`config.mk`:
```
export PLATFORM = sky130hd
export DESIGN_NAME = cnn_frame_sequencer
export DESIGN_NICKNAME = d
export VERILOG_FILES = /design/src/rtl/cnn_frame_sequencer.sv
export SDC_FILE = /design/constraint.sdc
export NUM_CORES = 1
export LEC_CHECK = 0
export ABC_AREA = 0
export BUFFER_PORTS_ARGS = -buffer_cell sky130_fd_sc_hd__buf_2
export CAP_MARGIN = 15
export CELL_PAD_IN_SITES_DETAIL_PLACEMENT = 1
export CELL_PAD_IN_SITES_GLOBAL_PLACEMENT = 1
export CORE_AREA = 10 10 177 179
export CTS_BUF_LIST = sky130_fd_sc_hd__clkbuf_8
export DETAILED_ROUTE_END_ITERATION = 7
export DIE_AREA = 0 0 187 189
export MAX_ROUTING_LAYER = met4
export PLACE_DENSITY = 0.88
export SYNTH_ARGS = -nofsm -noshare
export SYNTH_HDL_FRONTEND = slang
export SYNTH_SLANG_ARGS = --single-unit
```
`constraint.sdc`:
```
create_clock -name clk -period 9.38 [get_ports clk]
set_clock_uncertainty 0.15 [all_clocks]
set_input_delay 0.938 -clock clk [delete_from_list [all_inputs] [get_ports clk]]
set_output_delay 0.938 -clock clk [all_outputs]
set_load 0.01 [all_outputs]
```
`src/rtl/cnn_frame_sequencer.sv`:
```
// cnn_frame_sequencer
// Feeds one frame of pixels from a ready/valid source into a convolution
// datapath, then tags the returned results with their raster position.
//
// Ports
//   clk, rst                   clock, asynchronous active-high reset
//   start, cfg_rows/cols/kernel frame request and its geometry
//   s_pixel/s_valid/s_ready     source pixel stream
//   cnn_*  (out)                pixel stream + latched config to the datapath
//   cnn_conv_res/cnn_valid_out  datapath result stream
//   m_pixel/m_valid/m_row/m_col tagged result stream
//   busy, done, err             status
//
// Build option: CNN_SEQ_TIMEOUT_EN enables the DRAIN watchdog that sends the
// block to ERR after TIMEOUT_CYCLES consecutive cycles without a result.
//
// state | meaning
// IDLE  | waiting for start
// LOAD  | accepting source pixels (results may already be returning)
// DRAIN | all pixels sent, collecting remaining results
// DONE  | frame complete, done pulses for this one cycle
// ERR   | drain watchdog expired, held until start or rst

module cnn_frame_sequencer #(
    parameter int PIXEL_WIDTH    = 8,
    parameter int BUFFER_LENGTH  = 2000,
    parameter int TIMEOUT_CYCLES = 4096,
    localparam int CNT_W         = $clog2(BUFFER_LENGTH)
) (
    input  logic                   clk,
    input  logic                   rst,
    input  logic                   start,
    input  logic [CNT_W-1:0]       cfg_rows,
    input  logic [CNT_W-1:0]       cfg_cols,
    input  logic [4:0]             cfg_kernel,
    input  logic [PIXEL_WIDTH-1:0] s_pixel,
    input  logic                   s_valid,
    output logic                   s_ready,
    output logic [PIXEL_WIDTH-1:0] cnn_in_point,
    output logic                   cnn_valid_in,
    output logic [CNT_W-1:0]       cnn_frame_column_size,
    output logic [CNT_W-1:0]       cnn_frame_row_size,
    output logic [4:0]             cnn_kernel_type,
    input  logic [PIXEL_WIDTH-1:0] cnn_conv_res,
    input  logic                   cnn_valid_out,
    output logic [PIXEL_WIDTH-1:0] m_pixel,
    output logic                   m_valid,
    output logic [CNT_W-1:0]       m_row,
    output logic [CNT_W-1:0]       m_col,
    output logic                   busy,
    output logic                   done,
    output logic                   err
);

    localparam logic [2:0] S_IDLE  = 3'd0;
    localparam logic [2:0] S_LOAD  = 3'd1;
    localparam logic [2:0] S_DRAIN = 3'd2;
    localparam logic [2:0] S_DONE  = 3'd3;
    localparam logic [2:0] S_ERR   = 3'd4;

    localparam int TOT_W  = 2 * CNT_W;
    localparam int IDLE_W = $clog2(TIMEOUT_CYCLES + 1);

`ifdef CNN_SEQ_TIMEOUT_EN
    localparam logic TIMEOUT_EN = 1'b1;
`else
    localparam logic TIMEOUT_EN = 1'b0;
`endif

    logic [2:0]       r_state;
    logic [TOT_W-1:0] r_in_cnt;
    logic [TOT_W-1:0] r_out_cnt;
    logic [CNT_W-1:0] r_row;
    logic [CNT_W-1:0] r_col;
    logic [IDLE_W-1:0] r_idle_tmr;

    logic [TOT_W-1:0] w_total;
    logic             w_active;
    logic             w_start_ok;
    logic             w_xfer;
    logic             w_in_last;
    logic             w_res_acc;
    logic             w_out_last;
    logic             w_timeout;

    assign w_total    = TOT_W'(cnn_frame_row_size) * TOT_W'(cnn_frame_column_size);
    assign w_active   = (r_state == S_LOAD) || (r_state == S_DRAIN);
    assign w_start_ok = start && ((r_state == S_IDLE) || (r_state == S_DONE) || (r_state == S_ERR));

    assign s_ready    = (r_state == S_LOAD) && (r_in_cnt < w_total);
    assign w_xfer     = s_valid && s_ready;
    assign w_in_last  = w_xfer && (r_in_cnt == w_total - TOT_W'(1));

    assign w_res_acc  = cnn_valid_out && w_active && (r_out_cnt < w_total);
    assign w_out_last = w_res_acc && (r_out_cnt == w_total - TOT_W'(1));

    // Down-counting watchdog: reloaded on every result, expires on the cycle
    // it would count past one, i.e. TIMEOUT_CYCLES idle DRAIN cycles.
    assign w_timeout  = TIMEOUT_EN && (r_state == S_DRAIN) && !cnn_valid_out
                        && (r_idle_tmr == IDLE_W'(1));

    assign busy = w_active;
    assign done = (r_state == S_DONE);
`ifdef CNN_SEQ_TIMEOUT_EN
    assign err  = (r_state == S_ERR);
`else
    assign err  = 1'b0;
`endif

    always_ff @(posedge clk or posedge rst) begin
        if (rst) begin
            r_state               <= S_IDLE;
            r_in_cnt              <= '0;
            r_out_cnt             <= '0;
            r_row                 <= '0;
            r_col                 <= '0;
            r_idle_tmr            <= IDLE_W'(TIMEOUT_CYCLES);
            cnn_in_point          <= '0;
            cnn_valid_in          <= 1'b0;
            cnn_frame_column_size <= '0;
            cnn_frame_row_size    <= '0;
            cnn_kernel_type       <= '0;
            m_pixel               <= '0;
            m_valid               <= 1'b0;
            m_row                 <= '0;
            m_col                 <= '0;
        end else begin
            cnn_valid_in <= w_xfer;
            if (w_xfer) begin
                cnn_in_point <= s_pixel;
                r_in_cnt     <= r_in_cnt + TOT_W'(1);
            end

            m_valid <= w_res_acc;
            if (w_res_acc) begin
                m_pixel   <= cnn_conv_res;
                m_row     <= r_row;
                m_col     <= r_col;
                r_out_cnt <= r_out_cnt + TOT_W'(1);
                if (r_col == cnn_frame_column_size - CNT_W'(1)) begin
                    r_col <= '0;
                    r_row <= r_row + CNT_W'(1);
                end else begin
                    r_col <= r_col + CNT_W'(1);
                end
            end

            if ((r_state != S_DRAIN) || cnn_valid_out) begin
                r_idle_tmr <= IDLE_W'(TIMEOUT_CYCLES);
            end else if (r_idle_tmr != IDLE_W'(1)) begin
                r_idle_tmr <= r_idle_tmr - IDLE_W'(1);
            end

            case (r_state)
                S_LOAD: begin
                    if (w_out_last)     r_state <= S_DONE;
                    else if (w_in_last) r_state <= S_DRAIN;
                end
                S_DRAIN: begin
                    if (w_out_last)     r_state <= S_DONE;
                    else if (w_timeout) r_state <= S_ERR;
                end
                S_DONE:  r_state <= S_IDLE;
                S_ERR:   r_state <= S_ERR;
                default: r_state <= S_IDLE;
            endcase

            // Start is only honoured in IDLE/DONE/ERR, where no transfer or
            // result can be in flight, so it safely overrides the above.
            if (w_start_ok) begin
                cnn_frame_row_size    <= cfg_rows;
                cnn_frame_column_size <= cfg_cols;
                cnn_kernel_type       <= cfg_kernel;
                r_in_cnt              <= '0;
                r_out_cnt             <= '0;
                r_row                 <= '0;
                r_col                 <= '0;
                r_idle_tmr            <= IDLE_W'(TIMEOUT_CYCLES);
                if ((cfg_rows == '0) || (cfg_cols == '0)) r_state <= S_DONE;
                else                                      r_state <= S_LOAD;
            end
        end
    end

endmodule

```
==> summary.md, run 1 <==
| Metric | Value |
|---|---|
| Status | `complete, no violations` |
| # IOs | `119` |
| TritonCTS Buffers | `17` |
| Setup repair bufs after CTS | `0` |
| Yosys cell types | `87` |
| # hold bufs at CTS | `0` |
| Sequential element share of the synthesized area | `25.99%` |
| Min cycle time layout | `9.010 ns` |
| Most used DFF post-synth | `dfrtp_1` |
| Endpoints failing hold | `0` |
| Yosys reg bits | `136` |
| Global-route wire length before repair | `68520 um` |
| Row count | `61` |
| Layout cells sized above 1 | `17.87%` |
| Clk root buf | `clkbuf_8` |
| Worst hold path type | `reg -> reg` |
| Pre-Repair DR Iteration Count | `5` |
| Req. time, crit path | `9.63 ns` |
| Mapped Nets | `1667` |
| Antenna-violating nets left | `0` |
| Total grt overflow | `0` |
| Min Hold Slack | `0.3228 ns` |
| Area share of the largest cell type after synthesis | `25.99%` |
| Rel. slew slack | `31.29%` |
| Synth area leaders | `dfrtp_1 (26%), fa_1 (12%), ha_1 (10%), xnor2_1 (4.7%), mux2_2 (4.7%)` |
| Pin count of the biggest net entering global routing | `79` |
| Syn-to-layout area delta | `11.01%` |
| Worst path bufs/invs | `5` |
| DRC errors left | `0` |
| Cts repair resizes | `0` |
| Area of the multi-input gates | `0.008956 mm^2` |
| Initial antenna violation count | `0` |
| Vias in the first global route | `12480` |
| Fillers | `3257` |
| Iteration-0 DRC Markers | `761` |
| Core Box Area | `0.02763 mm^2` |
| Crit path max-delay family | `adder cells` |
| Synth warn | `0` |
| H-tree depth | `4` |
| Fraction of registers with async set/reset | `100.0%` |
| GRT Util Overall | `24.66%` |
| Util after Layout | `52.61%` |
| EDFF count, synth | `0` |
| Final Cycle Share | `96.05%` |
| Most frequent cells in the layout | `nand2_1 (155), inv_1 (136), dfrtp_1 (123), buf_2 (117), ha_1 (108)` |
| Clock-pin slew on the worst setup and hold paths | `0.10 ns` |
| Tightest Pin Transition | `1.031 ns` |
| Mapped Area | `0.01309 mm^2` |
| Clk_lat worst skew | `0.50 ns` |
| Wire length per cell | `22.25 um` |
| CTS tree | `yes` |
| Slew Viols, Final | `0` |
| Worst path slowest cell | `dfrtp_1` |
| Fmax | `0.1110 GHz` |
| Seq. cell area | `0.003420 mm^2` |
| Vias/cell | `5.931` |
| Setup TNS | `0 ns` |
| Die Y | `189 um` |
| Clk buf depth | `2` |
| Buffers added on ports | `117` |
| RSZ-0062 raised after global routing | `false` |
| Yosys top cell by area | `dfrtp_1` |
| Die area | `0.03534 mm^2` |
| Mapped Avg Cell Area | `9.150 um^2` |
| Critical path peak fanout | `13` |
| CP Launch Type | `flip-flop` |
| Crit path DAT | `9.26 ns` |
| DP Cell Count | `1886` |
| Syn Inst Count | `1431` |
| Non-Filler Instances | `1917` |
| Ant. Diodes | `0` |
| Detailed Place HPWL | `32140 um` |
| CP max stage delay | `0.60 ns` |
| CP Class | `reg -> reg` |
| Initial core utilization | `47.39%` |
| Clock Sinks | `136` |
| Final GP Congestion | `0.9398` |
| DR vias | `11370` |
| Setup-failing EPs final | `0` |
| Die width | `187 um` |
| NumNets Final | `1763` |
| Commonest non-fill, non-tap cell in the layout | `nand2_1` |
| Critical Path End Type | `flip-flop` |
| Max Cap Viol | `0` |
| Final wirelength | `42650 um` |
==> synthesized netlist by cell type, drive strengths merged (28+ instances only) <==
cell and n:
mux2 55, a21oi 46, inv 138, and3 28, fa 80, dfrtp 136
and2 78, xor2 44, nand3 32, o21ai 43, clkbuf 55, ha 108
nand2 155, xnor2 73, nor2 89
==> metal layers <==
metal | up-vias | GRT usage, % | wire, um
li1 | 5084 | - | -
met1 | 5742 | 28.00 | 17100
met2 | 426 | 43.06 | 21830
met3 | 118 | 3.473 | 2005
met4 | 0 | 10.24 | 1710
met5 | - | - | 0
==> registers in the layout, summed over array words and instances (netlist names), 3 cells and up <==
signal                 count
r_row                     11
r_state                    3
r_col                     11
m_pixel                    8
m_col                     11
cnn_frame_column_size     11
cnn_frame_row_size        11
r_out_cnt                 22
m_row                     11
r_in_cnt                  22
cnn_in_point               8
cnn_kernel_type            5
==> cell type report <==
type / instances / share of cell area (%)
clock buffers: 18 / 1.704
clock inverters: 13 / 1.153
multi-input cells: 1096 / 61.62
repair buffers: 137 / 5.087
flip-flops and latches: 136 / 23.53
inverters: 139 / 3.658
well taps: 378 / 3.254
==> per-stage QoR <==
step / instance area, um^2 / worst slack, ns
global placement: 14090 / 0.3641
floorplan: 13090 / 1.149
global route: 14540 / 0.004046
detailed placement: 14090 / 0.1838
finish: 14540 / 0.3701
CTS: 14510 / 0.06661
==> cell families (layout without fill, tap and decap cells) <==
family          Yosys count  in the layout  synth area share [%]
other cells               1              1               0.02864
simple gates            529            529                 21.13
mux                      59             59                 5.036
buf+inv                 199            307                 5.819
compound gates          194            194                 10.31
fa+ha+maj               190            190                 22.70
xor+xnor                123            123                 8.982
flops                   136            136                 25.99
==> worst reg2reg max path, cell delays in order, from the launching register on <==
cell and delay (ns):
dfrtp_1 0.60, nand2_1 0.15, fa_1 0.52, fa_1 0.55, inv_1 0.07, fa_1 0.50, fa_1 0.57, inv_1 0.06
fa_1 0.54, inv_1 0.05, ha_1 0.37, a21oi_1 0.39, nand4b_1 0.18, a21oi_1 0.18, or3_1 0.34, clkinv_4 0.15
ha_1 0.31, a21oi_1 0.13, o21ai_0 0.17, a2111oi_1 0.56, a21oi_1 0.16, or3_1 0.37, maj3_1 0.52, a21oi_4 0.38
nand3_1 0.14, buf_4 0.21, or3_1 0.41, a21oi_1 0.17
==> final timing paths <==
path                                                    from                                    to  slack (ns)  cells after the start
setup / recovery           cnn_frame_row_size[6]$_DFFE_PP0P_             r_out_cnt[12]$_DFFE_PP0P_        0.37                     27
setup reg to reg           cnn_frame_row_size[6]$_DFFE_PP0P_             r_out_cnt[12]$_DFFE_PP0P_        0.37                     27
hold reg to reg                  cnn_in_point[6]$_DFFE_PP0P_           cnn_in_point[6]$_DFFE_PP0P_        0.32                      2
max in group asynchronous                                rst  cnn_frame_column_size[2]$_DFFE_PP0P_        7.22                      3
min in group asynchronous                                rst                m_pixel[1]$_DFFE_PP0P_        0.35                      2
hold / removal                   cnn_in_point[6]$_DFFE_PP0P_           cnn_in_point[6]$_DFFE_PP0P_        0.32                      2
Power of run 1 is left out: the tool's default activity adds up to more than one toggle a clock period on the data nets, which glitch-free logic cannot reach.
==> inputs of run 2 (changes only) <==
--- a/config.mk
+++ b/config.mk
@@ -10,10 +10,10 @@
 export CAP_MARGIN = 15
 export CELL_PAD_IN_SITES_DETAIL_PLACEMENT = 1
 export CELL_PAD_IN_SITES_GLOBAL_PLACEMENT = 1
-export CORE_AREA = 10 10 177 179
+export CORE_AREA = 10 10 225 141
 export CTS_BUF_LIST = sky130_fd_sc_hd__clkbuf_8
 export DETAILED_ROUTE_END_ITERATION = 7
-export DIE_AREA = 0 0 187 189
+export DIE_AREA = 0 0 235 151
 export MAX_ROUTING_LAYER = met4
 export PLACE_DENSITY = 0.88
 export SYNTH_ARGS = -nofsm -noshare
==> summary.md, run 2 (synthesis gave the netlist of run 1 again) <==
| Metric | Value |
|---|---|
| DR vias | `11500` |
| Die area | `0.03549 mm^2` |
| Setup TNS | `0 ns` |
| Fmax | `0.1109 GHz` |
| Min cycle time layout | `9.013 ns` |
| Critical Path End Type | `flip-flop` |
| Met3 Track Usage GR | `4.468%` |
| Layout cells sized above 1 | `17.67%` |
| Critical path peak fanout | `19` |
| H-tree depth | `4` |
| Clk buf depth | `2` |
| NumNets Final | `1762` |
| Final wirelength | `43330 um` |
| Final Cycle Share | `96.09%` |
| Cell repeated most along the worst path | `fa_1` |
| Die Y | `151 um` |
| RSZ-0062 raised after global routing | `false` |
| DRC errors left | `0` |
| Vias in the first global route | `12220` |
| Met2 Use GR | `39.39%` |
| TritonCTS Buffers | `17` |
| # IOs | `119` |
| Pre-Repair DR Iteration Count | `5` |
| CP max stage delay | `0.69 ns` |
| Tightest Pin Transition | `1.006 ns` |
| Clk root buf | `clkbuf_8` |
| Setup WS post-layout | `0.3668 ns` |
| Status | `complete, no violations` |
| CP Launch Type | `flip-flop` |
| Most frequent cells in the layout | `nand2_1 (155), inv_1 (136), dfrtp_1 (125), buf_2 (117), ha_1 (108)` |
| Initial antenna violation count | `0` |
| Iteration-0 DRC Markers | `925` |
| GRT Util Overall | `25.04%` |
| Pin count of the biggest net entering global routing | `77` |
| Worst hold path type | `reg -> reg` |
| GR peak layer | `met2` |
| Clk_lat worst skew | `0.50 ns` |
| CTS tree | `yes` |
| Setup repair bufs after CTS | `0` |
| Vias/cell | `6.031` |
| Detailed Place HPWL | `33230 um` |
| Core Box Area | `0.02746 mm^2` |
| Worst path slowest cell | `dfrtp_1` |
| Pre-CTS WS | `0.3411 ns` |
| Row count | `47` |
| Clock-pin slew on the worst setup and hold paths | `0.10 ns` |
| Buffers added on ports | `117` |
| Initial core utilization | `47.68%` |
| Global-route wire length before repair | `69180 um` |
| Wire length per cell | `22.72 um` |
| Top flop regs | `r_in_cnt: 22 flops, r_out_cnt: 22 flops` |
| M1 GR Usage | `32.97%` |
| Commonest non-fill, non-tap cell in the layout | `nand2_1` |
| Setup-failing EPs final | `0` |
| CP Class | `reg -> reg` |
| Crit path DAT | `9.22 ns` |
| Endpoints failing hold | `0` |
| Total grt overflow | `0` |
| Clock Sinks | `136` |
| Slew Viols, Final | `0` |
| Max Cap Viol | `0` |
| Final GP Congestion | `0.9731` |
| Syn-to-layout area delta | `10.84%` |
| Rel. slew slack | `32.96%` |
| Die width | `235 um` |
| Req. time, crit path | `9.58 ns` |
| Antenna-violating nets left | `0` |
==> run 2: cell count changes in the layout (fill, tap and decap cells not counted), moves of 2 or more <==
cell,delta
clkinv_2,-2
inv_8,+4
dfrtp_2,-2
dfrtp_1,+2
==> run 2: area by class of cell <==
type | count | area (um^2)
fillers | 3213 | 12950
clock buffers | 17 | 234.0
flip-flops and latches | 136 | 3417
multi-input cells | 1096 | 8960
diodes | 1 | 2.502
inverters | 139 | 531.8
repair buffers | 136 | 728.2
clock inverters | 15 | 180.2
well taps | 367 | 459.2
==> run 2: stage by stage <==
stage / hold WS [ns] / cells / util, % / cell area (um^2)
floorplan: 0.3281 / 1431 / - / 13090
global placement: 0.3038 / 1874 / 51.23 / 14070
detailed placement: 0.3084 / 1874 / 51.23 / 14070
CTS: 0.3324 / 1906 / 52.74 / 14480
global route: 0.3680 / 1906 / 52.84 / 14510
finish: 0.3298 / 1907 / 52.85 / 14510
==> run 2: repair_timing <==
item | in CTS | in global routing
endpoints found under the hold margin | 0 | 0
endpoints found under the setup margin | 0 | 28
gates resized for setup | 0 | 13
hold buffers | 0 | 0
==> run 2: metal layers <==
| metal | wire (um) | vias up |
|---|---|---|
| li1 | - | 5086 |
| met1 | 19250 | 5888 |
| met2 | 20410 | 461 |
| met3 | 2893 | 67 |
| met4 | 779 | 0 |
| met5 | 0 | - |
==> run 2: worst paths after layout <==
kind | depth (start not counted) | to | start | slack [ns]
setup / recovery | 28 | r_col[9]$_DFFE_PP0P_ | cnn_frame_column_size[5]$_DFFE_PP0P_ | 0.37
max in group asynchronous | 3 | cnn_frame_column_size[6]$_DFFE_PP0P_ | rst | 7.21
hold / removal | 2 | cnn_in_point[5]$_DFFE_PP0P_ | cnn_in_point[5]$_DFFE_PP0P_ | 0.33
hold reg to reg | 2 | cnn_in_point[5]$_DFFE_PP0P_ | cnn_in_point[5]$_DFFE_PP0P_ | 0.33
setup reg to reg | 28 | r_col[9]$_DFFE_PP0P_ | cnn_frame_column_size[5]$_DFFE_PP0P_ | 0.37
min in group asynchronous | 2 | cnn_in_point[5]$_DFFE_PP0P_ | rst | 0.35
==> run 2: worst max-delay path: cells and delay by family, from the launching register on <==
family	cells	cell delay (ns)
DFF	1	0.69
and+or+nand+nor	4	0.83
buffers and inverters	6	0.83
AOI/OAI and AO/OA	10	2.54
adders and majority gates	8	3.80
Power of run 2 is left out for the same reason.
==> inputs of run 3 (changes only) <==
--- a/config.mk
+++ b/config.mk
@@ -6,6 +6,7 @@
 export NUM_CORES = 1
 export LEC_CHECK = 0
 export ABC_AREA = 0
+export ABC_CLOCK_PERIOD_IN_PS = 9380
 export BUFFER_PORTS_ARGS = -buffer_cell sky130_fd_sc_hd__buf_2
 export CAP_MARGIN = 15
 export CELL_PAD_IN_SITES_DETAIL_PLACEMENT = 1
@@ -16,6 +17,7 @@
 export DIE_AREA = 0 0 235 151
 export MAX_ROUTING_LAYER = met4
 export PLACE_DENSITY = 0.88
+export REMOVE_ABC_BUFFERS = 1
 export SYNTH_ARGS = -nofsm -noshare
 export SYNTH_HDL_FRONTEND = slang
 export SYNTH_SLANG_ARGS = --single-unit
==> summary.md, run 3 (synthesis gave the netlist of run 1 again) <==
| Metric | Value |
|---|---|
| Global-route wire length before repair | `67380 um` |
| DRC errors left | `0` |
| Hold path endpoint | `cnn_in_point[6]$_DFFE_PP0P_` |
| H-tree depth | `4` |
| Pre-CTS WS | `0.4546 ns` |
| Wire length per cell | `21.52 um` |
| Setup-failing EPs final | `0` |
| DR vias | `11200` |
| # IOs | `119` |
| Worst path slowest cell | `a2111oi_0` |
| GRT Util Overall | `24.33%` |
| Endpoints failing hold | `0` |
| Top flop regs | `r_in_cnt: 22 flops, r_out_cnt: 22 flops` |
| Antenna-violating nets left | `0` |
| Vias in the first global route | `12100` |
| Worst hold path type | `reg -> reg` |
| Critical path peak fanout | `11` |
| Max Cap Viol | `0` |
| Reg2reg end | `m_row[4]$_DFFE_PP0P_` |
| Vias/cell | `5.850` |
| Core Box Area | `0.02746 mm^2` |
| Tightest Pin Transition | `0.8082 ns` |
| Req. time, crit path | `8.29 ns` |
| Seq. cell area | `0.003420 mm^2` |
| Commonest non-fill, non-tap cell in the layout | `nand2_1` |
| Worst path bufs/invs | `8` |
| Final GP Congestion | `0.8999` |
| Crit path DAT | `7.88 ns` |
| Pre-Repair DR Iteration Count | `5` |
| R2R Setup Slk | `0.55 ns` |
| Util after Layout | `52.90%` |
| FF-to-FF path depth | `26` |
| Total grt overflow | `0` |
| Setup TNS | `0 ns` |
| CP Class | `reg -> out` |
| Critical Path End Type | `output pin` |
| Initial antenna violation count | `1` |
| CP Launch Type | `flip-flop` |
| Clock Sinks | `136` |
| Clk buf depth | `2` |
| Syn-to-layout area delta | `10.95%` |
| RR Startpoint | `cnn_frame_row_size[4]$_DFFE_PP0P_` |
| RSZ-0062 raised after global routing | `false` |
| Most frequent cells in the layout | `nand2_1 (155), inv_1 (136), dfrtp_1 (125), buf_2 (117), ha_1 (108)` |
| Crit path max-delay family | `adder cells` |
| CP max stage delay | `0.55 ns` |
| Row count | `47` |
| Clk root buf | `clkbuf_8` |
| Fillers | `3231` |
| Pin count of the biggest net entering global routing | `77` |
| Cell repeated most along the worst path | `inv_1` |
| Area of the multi-input gates | `0.008951 mm^2` |
| Fmax | `0.1115 GHz` |
| NumNets Final | `1769` |
| Clock-pin slew on the worst setup and hold paths | `0.09 ns` |
| Worst hold stages | `2` |
| Layout cells sized above 1 | `18.05%` |
| Final Cycle Share | `95.64%` |
| Final wirelength | `41190 um` |
| Iteration-0 DRC Markers | `844` |
| CTS tree | `yes` |
| Status | `complete, no violations` |
| Die Y | `151 um` |
| Clk_lat worst skew | `0.51 ns` |
| Die width | `235 um` |
| Buffers added on ports | `117` |
| Initial core utilization | `47.68%` |
| Rel. slew slack | `46.12%` |
| TritonCTS Buffers | `17` |
| Die area | `0.03549 mm^2` |
| Detailed Place HPWL | `32500 um` |
| Slew Viols, Final | `0` |
| Worst Hold Launch | `cnn_in_point[6]$_DFFE_PP0P_` |
| Setup WS post-layout | `0.4086 ns` |
| Min cycle time layout | `8.971 ns` |
-- run 3: worst max path at each step --
| stage | start | cells past startpoint | endpoint | slack [ns] |
|---|---|---|---|---|
| after floorplan | cnn_frame_column_size[4]$_DFFE_PP0P_ | 27 | r_out_cnt[18]$_DFFE_PP0P_ | -0.91 |
| final | cnn_frame_column_size[10]$_DFFE_PP0P_ | 27 | s_ready | 0.41 |
| after global placement | cnn_frame_column_size[2]$_DFFE_PP0P_ | 29 | r_in_cnt[21]$_DFFE_PP0P_ | 0.75 |
| after global routing | cnn_frame_column_size[7]$_DFFE_PP0P_ | 26 | s_ready | 0.05 |
| after CTS | cnn_frame_column_size[3]$_DFFE_PP0P_ | 24 | s_ready | 0.27 |
| after detailed placement | cnn_frame_column_size[3]$_DFFE_PP0P_ | 26 | m_pixel[3]$_DFFE_PP0P_ | 0.45 |
-- run 3: metrics by stage --
step                      cell area (um^2)  hold WS [ns]  std cells
after floorplan                      12860        0.3281       1371
after detailed placement             14110        0.3164       1879
after CTS                            14490        0.3361       1911
final                                14530        0.3257       1914
after global placement               14110        0.3028       1879
after global routing                 14530        0.3540       1914
-- run 3: cell type report --
| type | count | share of cell area, % |
|---|---|---|
| Clock inverter | 15 | 1.025 |
| Multi-Input combinational cell | 1096 | 61.61 |
| Clock buffer | 17 | 1.611 |
| Tap cell | 367 | 3.161 |
| Timing Repair Buffer | 143 | 5.374 |
| Sequential cell | 136 | 23.54 |
| Inverter | 139 | 3.660 |
| Antenna cell | 1 | 0.01723 |
-- run 3: timing repair --
action | 4_1_cts | 5_1_grt
resized for setup | 0 | 13
hold endpoints to repair | 0 | 0
setup endpoints to repair | 0 | 38
hold buffers | 0 | 0
setup buffers | 0 | 2
-- run 3: per-layer routing --
metal  share of wire [%]  global-route usage, %  up-vias
met5                   0                      -        -
met4                 1.0                  5.557        0
met3                 6.1                  4.342       37
met2                  46                  37.51      318
met1                  47                  32.89     5747
li1                    -                      -     5095
-- run 3: worst register-to-register path, stage by stage (launching register included) --
cell and delay [ns]:
dfrtp_1 0.66, nand2_1 0.17, fa_1 0.53, fa_1 0.53, inv_1 0.05, ha_1 0.33
fa_1 0.56, inv_1 0.07, fa_1 0.55, inv_1 0.05, ha_1 0.38, o211a_1 0.23
a211oi_4 0.50, a211oi_1 0.16, or3_1 0.48, clkinv_4 0.14, ha_1 0.25, a21oi_1 0.12
o21ai_0 0.13, a2111oi_0 0.43, a21oi_1 0.13, or3_1 0.37, maj3_1 0.47, a21oi_4 0.26
buf_4 0.32, buf_4 0.36, mux2_2 0.38
Power of run 3 is left out for the same reason.
